**src/rtl/mem_rr_arbiter.sv**
```systemverilog
// mem_rr_arbiter: round-robin share of one memory port
// among NUM_REQ requesters, with a WAIT watchdog.
module mem_rr_arbiter #(
  parameter int NUM_REQ   = 4,
  parameter int ADDR_SIZE = 16,
  parameter int DATA_SIZE = 8,
  parameter int TIMEOUT   = 16,
  localparam int IW = (NUM_REQ > 1) ? $clog2(NUM_REQ) : 1,
  localparam int CW = $clog2(TIMEOUT) + 1
) (
  input  logic                           clk,
  input  logic                           rst,
  input  logic [NUM_REQ-1:0]             req_valid,
  output logic [NUM_REQ-1:0]             req_ready,
  input  logic [NUM_REQ-1:0]             req_rw,
  input  logic [NUM_REQ*ADDR_SIZE-1:0]   req_addr,
  input  logic [NUM_REQ*DATA_SIZE-1:0]   req_wdata,
  output logic                           rsp_valid,
  output logic [IW-1:0]                  rsp_id,
  output logic [DATA_SIZE-1:0]           rsp_rdata,
  output logic                           rsp_err,
  output logic                           busy,
  output logic                           mem_start,
  output logic                           mem_rw,
  output logic [ADDR_SIZE-1:0]           mem_addr,
  output logic [DATA_SIZE-1:0]           mem_wdata,
  input  logic [DATA_SIZE-1:0]           mem_rdata,
  input  logic                           mem_ready
);

  typedef enum logic [1:0] {
    IDLE,
    ISSUE,
    WAIT,
    RESP
  } state_t;

  state_t                 state;
  logic [IW-1:0]          last_grant;
  logic [IW-1:0]          hold_id;
  logic [DATA_SIZE-1:0]   hold_rdata;
  logic                   hold_err;
  logic [CW-1:0]          cnt;

  logic                   win_any;
  logic [IW-1:0]          win_id;
  logic [IW-1:0]          cand;
  logic                   accept;

  function automatic logic [IW-1:0] wrap(
    input logic [IW-1:0] base,
    input int            step
  );
    int s;
    s = (int'(base) + step) % NUM_REQ;
    return IW'(s);
  endfunction

  // Round-robin search starting one past the last grant.
  always_comb begin
    win_any = 1'b0;
    win_id  = '0;
    cand    = '0;
    for (int k = 1; k <= NUM_REQ; k++) begin
      cand = wrap(last_grant, k);
      if (!win_any && req_valid[cand]) begin
        win_any = 1'b1;
        win_id  = cand;
      end
    end
  end

  assign accept = (state == IDLE) && win_any && !rst;

  assign req_ready = accept
    ? (NUM_REQ'(1) << win_id)
    : '0;

  // Sequencer: accept, issue, wait for ready or timeout,
  // then present the response one cycle after RESP.
  always_ff @(posedge clk) begin
    if (rst) begin
      state      <= IDLE;
      last_grant <= IW'(NUM_REQ - 1);
      hold_id    <= '0;
      hold_rdata <= '0;
      hold_err   <= 1'b0;
      cnt        <= '0;
      busy       <= 1'b0;
      mem_start  <= 1'b0;
      mem_rw     <= 1'b0;
      mem_addr   <= '0;
      mem_wdata  <= '0;
      rsp_valid  <= 1'b0;
      rsp_id     <= '0;
      rsp_rdata  <= '0;
      rsp_err    <= 1'b0;
    end else begin
      mem_start <= 1'b0;
      rsp_valid <= 1'b0;
      unique case (state)
        IDLE: begin
          if (accept) begin
            state      <= ISSUE;
            busy       <= 1'b1;
            mem_start  <= 1'b1;
            mem_rw     <= req_rw[win_id];
            mem_addr   <= req_addr[win_id*ADDR_SIZE +: ADDR_SIZE];
            mem_wdata  <= req_wdata[win_id*DATA_SIZE +: DATA_SIZE];
            hold_id    <= win_id;
            last_grant <= win_id;
          end
        end
        ISSUE: begin
          state <= WAIT;
          cnt   <= '0;
        end
        WAIT: begin
          if (mem_ready) begin
            hold_rdata <= mem_rw ? '0 : mem_rdata;
            hold_err   <= 1'b0;
            state      <= RESP;
          end else if (cnt == CW'(TIMEOUT - 2)) begin
            hold_rdata <= '0;
            hold_err   <= 1'b1;
            state      <= RESP;
          end else begin
            cnt <= cnt + 1'b1;
          end
        end
        RESP: begin
          state     <= IDLE;
          busy      <= 1'b0;
          rsp_valid <= 1'b1;
          rsp_id    <= hold_id;
          rsp_rdata <= hold_rdata;
          rsp_err   <= hold_err;
        end
        default: begin
          state <= IDLE;
          busy  <= 1'b0;
        end
      endcase
    end
  end

endmodule

```
**config.mk**
```make
export PLATFORM = sky130hd
export DESIGN_NAME = mem_rr_arbiter
export DESIGN_NICKNAME = d
export VERILOG_FILES = /design/src/rtl/mem_rr_arbiter.sv
export SDC_FILE = /design/constraint.sdc
export NUM_CORES = 1
export LEC_CHECK = 0
export ABC_AREA = 0
export CORE_MARGIN = 2
export CORE_UTILIZATION = 40
export DETAILED_ROUTE_END_ITERATION = 8
export PLACE_DENSITY = 0.84
export REMOVE_ABC_BUFFERS = 1
export SYNTH_ARGS = -nofsm -noshare
export SYNTH_HDL_FRONTEND = slang
export SYNTH_SLANG_ARGS = --single-unit
```
**constraint.sdc**
```tcl
create_clock -name clk -period 2.2 [get_ports clk]
set_input_delay 0.22 -clock clk [delete_from_list [all_inputs] [get_ports clk]]
set_output_delay 0.22 -clock clk [all_outputs]
set_load 0.01 [all_outputs]
```
==> summary.txt, run 1 <==
status: finished, final reports clean
post-route cell area: 4960 sq um
largest cells by area after synthesis: dfxtp_1 (39%), mux2i_1 (21%), o221ai_2 (9.0%), nor2_1 (4.3%), nand2_1 (4.1%)
element type at the critical path end: output port
placed cell area: 4750 sq um
crit start category: input port
part of the Yosys area used for sequential elements: 39.4%
number of global-route vias before repair: 2,920
Root Driver: clkbuf_8
fin crit share: 96.7%
Fin. Hold Viols: 0
core area: 7250 sq um
Clock Latency Late Sink: 330 ps
top cells by count, synth: mux2i_1 (63), dfxtp_1 (59), nor2_1 (34)
effective utilization at floorplan: 41.3%
Die W: 90.5 microns
Layout fillers: 570
non-filler instance count after layout: 570
internal power: 3.31 mW
dpl ws: -333 ps
clock tree buffer depth: 2
commonest register cell after synthesis: dfxtp_1
Pleak: 2.04 nW
cell taking the most area after synthesis: dfxtp_1
first-pass GRT wire length: 15.1 mm
DRT antenna net count: 0
most frequent cell after synthesis: mux2i_1
Via Count: 2,929
CTS resizes: 8
layout cell share with drive strength beyond 1: 13.2%
critical path fanouts, max: 5
min cycle time layout: 2130 ps
gr usage total: 22.7%
routed wire length: 9.47 mm
Clk pwr share: 19.1%
post-synthesis cell count: 297
placed cells: 554
final setup fails: 0
CTS tree: yes
max cap viols: 0
Peak supply drop: 0.000567 V
Worst Path Arrival: 1910 ps
vias per cell: 5.14
post-CTS setup buffer count: 0
Mapped Area: 2990 sq um
worst r2r src: last_grant[0]
# hold bufs at CTS: 0
pwr dens: 1040 nW/um^2
dpl hpwl: 7.38 mm
Overflow after GRT: 0
fin. max-slew vios: 0
htree depth: 3
switching share of power: 35.8%
synth warn: 0
Comb power frac: 50.6%
RSZ-0062 raised after global routing: false
IO Port Bufs: 157
Tightest Pin Transition: 630 ps
Antenna diodes: 0
Sink Count: 59
Crit Path Category: input port to output port
register bit total from synthesis: 59
TritonCTS Buffers: 9
die height: 90.5 microns
area grow syn2layout: 65.7%
Routed WL per cell: 16.6 microns
sequential power share: 30.3%
Pre-antenna DRT Iters: 6
post-synth cell types: 38
largest net degree at the start of global routing: 51
Crit path required time: 1980 ps
Hold Path Class: flop to flop
Setup WS post-layout: 71.6 ps
maximum clock frequency: 0.470 GHz
Nets: 588
Synth async-reset ratio: 0%
I/O pins: 158
Post-Syn Area per Cell: 10.1 sq um
drt drc: 0
Worst slew margin: 57.7%
clock transition at the registers of the reported paths: 70 ps
EDFF count, synth: 0
initial antenna violation count: 0
post-synth top area share: 39.4%
Critical Path Start: req_valid[0]
FF-to-FF setup slack: 320 ps
NetSw: 1.84 mW
Initial DRC Count: 86
Worst Clk Skew: 6.45 ps
final RePlAce weighted congestion: 0.881
hold_sp: hold_id[0]
die area: 8190 sq um
row cnt: 31
power groups by stage:
stage	registers, mW	clock network [mW]	logic (mW)
after floorplan	1.67	0	1.38
after global placement	1.56	0	2.54
after detailed placement	1.58	0	2.60
after CTS	1.56	1.01	2.61
after global routing	1.60	1.06	2.80
final	1.56	0.982	2.61
cell families (layout without fill, tap and decap cells):
logic type	Yosys count	in the layout	synth area share, %
flops	59	59	39.4
fa+ha+maj	7	7	2.93
simple gates	89	89	13.8
compound gates	53	53	17.4
buf+inv	24	198	4.81
mux	63	63	21.1
xor+xnor	2	2	0.585
through the flow:
step / hold slack (ps) / utilization, % / setup TNS (ps) / power [mW]
floorplan: 289 / - / -63900 / 3.05
global placement: 429 / 65.4 / -2400 / 4.09
detailed placement: 436 / 65.4 / -3890 / 4.17
CTS: 448 / 68.3 / 0 / 5.18
global route: 476 / 68.4 / 0 / 5.46
finish: 445 / 68.4 / 0 / 5.15
critical path, stage by stage:
cell and delay (ps):
clkdlybuf4s50_1 560, nor4_2 80, nand2b_4 150, or4_4 530, nor2_1 90, dlygate4sd2_1 270
registers in the layout (all words and copies together), names as in the netlist, 5 cells and up:
register / flops
rsp_rdata: 8
mem_wdata: 8
mem_addr: 16
hold_rdata: 8
cnt: 5
final cells by class:
type,count,area [sq um],area share (%)
repair buffers,176,1730,34.9
clock buffers,9,124,2.50
flip-flops and latches,59,1180,23.9
multi-input cells,214,1700,34.2
well taps,99,124,2.50
inverters,6,22.5,0.454
clock inverters,7,78.8,1.59
worst paths after layout:
check            endpoint  cells after the start
max          req_ready[2]                      6
min            hold_id[0]                      2
max reg2reg   mem_addr[3]                      6
min reg2reg    hold_id[0]                      2
cell usage in the layout, fill, tap and decap left out, drive strengths merged, types with 2 or more instances in the layout:
master	instances
clkbuf	10
nor2	35
clkinvlp	3
mux2i	63
inv	6
dfxtp	59
buf	19
xor2	2
dlygate4sd2	3
ha	7
clkdlybuf4s50	153
a211oi	2
nand3	4
o221ai	25
a22oi	10
o21ai	4
nand2	33
a31oi	2
nand2b	3
clkinv	3
a21oi	6
nor2b	5
routing by layer:
| layer | vias to the layer above | GRT usage [%] | share of wire, % |
|---|---|---|---|
| met4 | 0 | 6.79 | 1.9 |
| li1 | 1423 | - | - |
| met3 | 15 | 7.85 | 7.7 |
| met5 | - | 0 | 0 |
| met2 | 99 | 40.0 | 49 |
| met1 | 1392 | 25.8 | 41 |
No activity file was read; power rests on OpenSTA's default activity.
==> run 2: changes to the inputs <==
--- a/config.mk
+++ b/config.mk
@@ -11,6 +11,7 @@
 export DETAILED_ROUTE_END_ITERATION = 8
 export PLACE_DENSITY = 0.84
 export REMOVE_ABC_BUFFERS = 1
+export SETUP_SLACK_MARGIN = 0.15
 export SYNTH_ARGS = -nofsm -noshare
 export SYNTH_HDL_FRONTEND = slang
 export SYNTH_SLANG_ARGS = --single-unit
==> summary.txt, run 2 (synthesized netlist as in run 1, its figures left out) <==
status: finished, final reports clean
effective utilization at floorplan: 41.3% (unchanged)
Tightest Pin Transition: 630 ps (-0.00930 ps)
Clock Latency Late Sink: 330 ps (about the same)
cell with the largest stage delay on the worst path: or4_4
critical path fanouts, max: 6 (+1)
final RePlAce weighted congestion: 0.881 (unchanged)
Critical Path Start: last_grant[1]
R2R Path End: mem_wdata[6]
post-route cell area: 4990 sq um (+0.66%)
Worst Clk Skew: 6.57 ps (+0.112 ps)
Layout fillers: 563 (-1.2%)
Final Total Pwr: 5.20 mW (+0.91%)
final core occ: 68.8% (+0.45 points)
max cap viols: 0 (unchanged)
Sink Count: 59 (unchanged)
crit-path max cell delay: 500 ps (-60 ps)
vias per cell: 5.15 (+0.27%)
clock tree buffer depth: 2 (unchanged)
Peak supply drop: 0.000570 V (+0.46%)
most common cell after layout, fill and taps aside: clkdlybuf4s50_1
min cycle time layout: 2030 ps (-102 ps)
layout cell share with drive strength beyond 1: 15.3% (+2.1 points)
drt drc: 0 (unchanged)
first-pass GRT wire length: 15.2 mm (+0.73%)
IO Port Bufs: 157 (unchanged)
Setup crit end: req_ready[0]
row cnt: 31 (unchanged)
global route hottest layer: met2
number of global-route vias before repair: 2,923 (+0.10%)
TritonCTS Buffers: 9 (unchanged)
Initial DRC Count: 70 (-19%)
crit start category: flop
Crit path required time: 1980 ps (about the same)
die area: 8190 sq um (unchanged)
clock transition at the registers of the reported paths: 70 ps (about the same)
htree depth: 3 (unchanged)
CTS tree: yes
Top reg by flops: mem_addr
Antenna diodes: 0 (unchanged)
Pleak: 2.05 nW (+0.42%)
# hold bufs at CTS: 0 (unchanged)
gr usage total: 22.9% (+0.19 points)
Worst slew margin: 57.7% (about the same)
I/O pins: 158 (unchanged)
cell family with most CP delay: simple AND/OR/NAND/NOR gates
Nets: 589 (+0.17%)
commonest cells after routing, fill and taps aside: clkdlybuf4s50_1 (150), mux2i_1 (62), dfxtp_1 (57)
non-filler instance count after layout: 571 (+0.18%)
WP depth: 5 (-1)
die height: 90.5 microns (unchanged)
Fin. Hold Viols: 0 (unchanged)
worst r2r src: last_grant[1]
placed cell area: 4750 sq um (unchanged)
Via Count: 2,942 (+0.44%)
Root Driver: clkbuf_8
Overflow after GRT: 0 (unchanged)
Die W: 90.5 microns (unchanged)
DRT antenna net count: 0 (unchanged)
CP Buf/Inv Count: 1 (-1)
GR Layer Usage met2: 40.5% (+0.44 points)
met1 GRT Util: 26.0% (+0.21 points)
FF-to-FF setup slack: 320 ps (about the same)
dpl hpwl: 7.38 mm (unchanged)
Crit Path Category: flop to output port
multi-input logic area: 1720 sq um (+1.6%)
Worst Path Arrival: 1810 ps (-100 ps)
fin crit share: 92.1% (-4.7 points)
final setup fails: 0 (unchanged)
Pre-antenna DRT Iters: 4 (-2)
core area: 7250 sq um (unchanged)
pwr dens: 1040 nW/um^2 (+0.25%)
Hold Path Class: flop to flop
number of flip-flops in the largest register: 16 (unchanged)
routed wire length: 9.54 mm (+0.69%)
combined flip-flop and latch cell area: 1190 sq um (+0.11%)
RSZ-0062 raised after global routing: true
maximum clock frequency: 0.494 GHz (+5.1%)
Routed WL per cell: 16.7 microns (+0.51%)
element type at the critical path end: output port
placed cells: 554 (unchanged)
Reg2Reg Depth: 6 (unchanged)
largest net degree at the start of global routing: 51 (unchanged)
initial antenna violation count: 0 (unchanged)
area grow syn2layout: 66.8%
smallest hold slack: 445 ps (+0.795 ps)
fin. max-slew vios: 0 (unchanged)
M3 GR Usage: 7.85% (unchanged)
CP Cell Sequence: mux2i_2, o21ai_2, or4_4, nor2b_2, buf_2
## run 2: cell types whose count changed in the layout (fill, tap and decap cells not counted), sizes merged
cell / previous run / this run
buf: 19 / 22
clkdlybuf4s50: 153 / 150
dlygate4sd2: 3 / 5
clkbuf: 10 / 9
## run 2: layout make-up
cell class / instances / area share [%]
timing repair buffer: 177 / 34.7
inverter: 6 / 0.451
clock buffer: 9 / 2.48
tap: 99 / 2.48
clock inverter: 7 / 1.58
sequential: 59 / 23.8
multi-input combinational: 214 / 34.5
## run 2: tightest hold or removal path, delay by kind of cell, from the launching register on
kind             cells  cell delay (ps)
and+or+nand+nor      2               90
DFF                  1              310
## run 2: report_power, final
group	internal, mW	switching [mW]	leakage [nW]	total (mW)
clock network	0.527	0.456	0.0916	0.984
logic	1.41	1.23	1.47	2.65
registers	1.39	0.180	0.482	1.57
total	3.33	1.87	2.05	5.20
## run 2: what timing repair did
item,in CTS,in global routing
pin swaps,1,2
resized for setup,20,8
setup endpoints to repair,4,6
setup buffers,1,0
## run 2: stage by stage
stage                     setup WS [ps]  setup TNS [ps]
final                               174               0
after floorplan                   -2090          -63900
after global placement             -278           -2400
after detailed placement           -333           -3890
after global routing               92.8               0
after CTS                           163               0
## run 2: worst min-delay path by stage
stage	depth (start not counted)	from	end	slack (ps)
floorplan	1	rst	busy	290
global placement	2	hold_id[0]	hold_id[0]	430
detailed placement	2	hold_id[0]	hold_id[0]	440
CTS	2	hold_id[0]	hold_id[0]	450
global route	2	hold_id[0]	hold_id[0]	480
finish	2	hold_id[0]	hold_id[0]	450
## run 2: routing by layer
| layer | part of all wire (%) | routed length, microns |
|---|---|---|
| met5 | 0 | 0 |
| met1 | 40 | 3790 |
| met2 | 50 | 4770 |
| met3 | 8.1 | 772 |
| met4 | 2.1 | 202 |
==> run 3: changes to the inputs <==
--- a/config.mk
+++ b/config.mk
@@ -5,11 +5,11 @@
 export SDC_FILE = /design/constraint.sdc
 export NUM_CORES = 1
 export LEC_CHECK = 0
-export ABC_AREA = 0
+export ABC_AREA = 1
 export CORE_MARGIN = 2
-export CORE_UTILIZATION = 40
+export CORE_UTILIZATION = 42
 export DETAILED_ROUTE_END_ITERATION = 8
-export PLACE_DENSITY = 0.84
+export PLACE_DENSITY = 0.86
 export REMOVE_ABC_BUFFERS = 1
 export SETUP_SLACK_MARGIN = 0.15
 export SYNTH_ARGS = -nofsm -noshare
==> summary.txt, run 3 <==
synth warn: 0 (unchanged)
register bit total from synthesis: 59 (unchanged)
max cap viols: 0 (unchanged)
die area: 9080 sq um (+11%)
vias per cell: 4.94 (-4.2%)
Crit path required time: 1980 ps (about the same)
Layout fillers: 651 (+16%)
largest cells by area after synthesis: dfxtp_1 (34%), nand2_1 (34%), nand3_1 (9.9%), a21oi_1 (3.7%), inv_1 (2.9%)
commonest register cell after synthesis: dfxtp_1
Synth async-reset ratio: 0% (unchanged)
# hold bufs at CTS: 0 (unchanged)
post-synth top area share: 33.8% (-5.7 points)
Reg2Reg Depth: 16 (+10)
multi-input logic area: 2290 sq um (+33%)
Hold Path Class: flop to flop
largest net degree at the start of global routing: 51 (unchanged)
clock transition at the registers of the reported paths: 70 ps (about the same)
Post-Syn Area per Cell: 6.00 sq um (-40%)
final RePlAce weighted congestion: 0.946 (+7.4%)
final core occ: 72.9% (+4.0 points)
crit-path max cell delay: 400 ps (-100 ps)
Root Driver: clkbuf_8
dpl hpwl: 8.04 mm (+8.9%)
RSZ-0062 raised after global routing: true
Sink Count: 59 (unchanged)
CP Cell Sequence: buf_8, nand2_4, nand2_4, nand2_2, nand2_2, nand2_1, nand2_1, nand2_1, nand2_2, nand2_4, nor2_2, buf_2
EDFF count, synth: 0 (unchanged)
element type at the critical path end: output port
clock tree buffer depth: 2 (unchanged)
effective utilization at floorplan: 43.0% (+1.7 points)
most common cell after layout, fill and taps aside: nand2_1
IO Port Bufs: 157 (unchanged)
Setup WS post-layout: 61.0 ps (-113 ps)
final setup fails: 0 (unchanged)
initial antenna violation count: 0 (unchanged)
cell family with most CP delay: simple AND/OR/NAND/NOR gates
gr usage total: 24.9% (+2.0 points)
Pleak: 2.88 nW (+41%)
Final Total Pwr: 8.91 mW (+71%)
Top reg by flops: mem_addr
commonest cells after routing, fill and taps aside: nand2_1 (263), clkdlybuf4s50_1 (153), nand3_1 (66)
Antenna diodes: 0 (unchanged)
post-synthesis cell count: 583 (+96%)
crit start category: flop
critical path fanouts, max: 6 (unchanged)
Clock Latency Late Sink: 330 ps (about the same)
Worst Path Arrival: 1920 ps (+110 ps)
hold depth: 2 (unchanged)
dpl ws: -283 ps (+50.4 ps)
Pre-antenna DRT Iters: 6 (+2)
part of the Yosys area used for sequential elements: 33.8% (-5.7 points)
number of flip-flops in the largest register: 16 (unchanged)
maximum clock frequency: 0.468 GHz (-5.3%)
Die W: 95.3 microns (+5.3%)
Fin. Hold Viols: 0 (unchanged)
cell with the largest stage delay on the worst path: dfxtp_4
CTS tree: yes
Overflow after GRT: 0 (unchanged)
number of global-route vias before repair: 4,012 (+37%)
Routed WL per cell: 13.5 microns (-19%)
area grow syn2layout: 69.4%
Tightest Pin Transition: 693 ps (+62.4 ps)
first-pass GRT wire length: 18.0 mm (+18%)
combined flip-flop and latch cell area: 1190 sq um (+0.21%)
drt drc: 0 (unchanged)
TritonCTS Buffers: 9 (unchanged)
pwr dens: 1500 nW/um^2 (+44%)
WP depth: 12 (+7)
status: finished, final reports clean
Crit Path Category: flop to output port
FF-to-FF setup slack: 70 ps (-250 ps)
cell taking the most area after synthesis: dfxtp_1
placed cell area: 5230 sq um (+10%)
core area: 8130 sq um (+12%)
I/O pins: 158 (unchanged)
Via Count: 4,305 (+46%)
Nets: 884 (+50%)
htree depth: 3 (unchanged)
Initial DRC Count: 195 (+180%)
row cnt: 33 (+6.5%)
fin. max-slew vios: 0 (unchanged)
DRT antenna net count: 0 (unchanged)
post-route cell area: 5930 sq um (+19%)
most frequent cell after synthesis: nand2_1
die height: 95.3 microns (+5.3%)
Peak supply drop: 0.000949 V (+67%)
routed wire length: 11.8 mm (+23%)
layout cell share with drive strength beyond 1: 17.6% (+2.3 points)
fin crit share: 97.2% (+5.1 points)
Worst slew margin: 53.8% (-3.9 points)
Worst Clk Skew: 12.2 ps (+5.61 ps)
CP Buf/Inv Count: 2 (+1)
top cells by count, synth: nand2_1 (313), nand3_1 (69), dfxtp_1 (59)
post-synth cell types: 26 (-32%)
Mapped Area: 3500 sq um (+17%)
min cycle time layout: 2140 ps (+113 ps)
run 3: cell count changes after synthesis, sizes merged, moves of 3 or more:
cell	change
buf	+7
nor2	-18
clkbuf	+4
o221ai	-25
a22oi	-9
nand2b	-3
nor2b	-5
nand3	+67
o21ai	+11
nor3	+3
inv	+27
a21oi	+20
mux2i	-63
nand2	+283
run 3: final cells by class:
type,instances,area share [%]
multi-input cells,462,38.7
clock buffers,10,2.32
inverters,33,2.34
clock inverters,6,1.10
well taps,105,2.22
repair buffers,197,33.3
flip-flops and latches,59,20.1
run 3: kinds of logic after synthesis:
logic type                 share of synthesized area [%]
DFF                                                 33.8
and+or+nand+nor                                     48.6
AOI/OAI and AO/OA                                   6.51
adders and majority gates                           2.50
buffers and inverters                               8.40
xor gates and xnor gates                           0.250
run 3: what timing repair did:
action / 4_1_cts / 5_1_grt
pin swaps: 12 / 35
endpoints found under the setup margin: 29 / 29
gates cloned: 0 / 2
gates resized for setup: 51 / 73
setup buffers: 5 / 8
run 3: where the power goes:
part / switching [mW] / internal (mW)
clock network: 0.432 / 0.553
registers: 0.183 / 1.34
logic: 3.79 / 2.61
run 3: metal layers:
metal  track usage, %  vias up  routed length (microns)
met5                0        -                        0
met3             5.45       31                      489
met1             26.8     1981                     4660
met2             47.3      108                     6300
met4             8.82        0                      316
li1                 -     2185                        -
run 3: path summary, 6_finish.rpt:
check                              startpoint           end
worst max-delay path            last_grant[0]  req_ready[3]
worst min-delay path              mem_addr[5]   mem_addr[5]
worst max register to register  last_grant[0]  mem_wdata[3]
worst min register to register    mem_addr[5]   mem_addr[5]
run 3: through the flow:
| stage | TNS (ps) | hold WS (ps) | instances |
|---|---|---|---|
| 4_1_cts | 0 | 448 | 862 |
| 6_report | 0 | 447 | 872 |
| 3_3_place_gp | -754 | 430 | 841 |
| 3_5_place_dp | -3590 | 438 | 841 |
| 2_1_floorplan | -4650 | 289 | 554 |
| 5_1_grt | -1150 | 469 | 872 |
run 3: worst reg2reg max path, stage by stage, from the launching register on:
cell and delay, ps:
dfxtp_4 400, buf_8 140, nand2_1 70, nand3_2 110
nand2_4 60, nor2_4 160, nand3_4 110, nand2_2 80
inv_2 50, buf_4 120, buf_4 120, buf_6 120
nor2_8 150, buf_6 120, buf_12 120, nand2_1 50
nand2_1 60
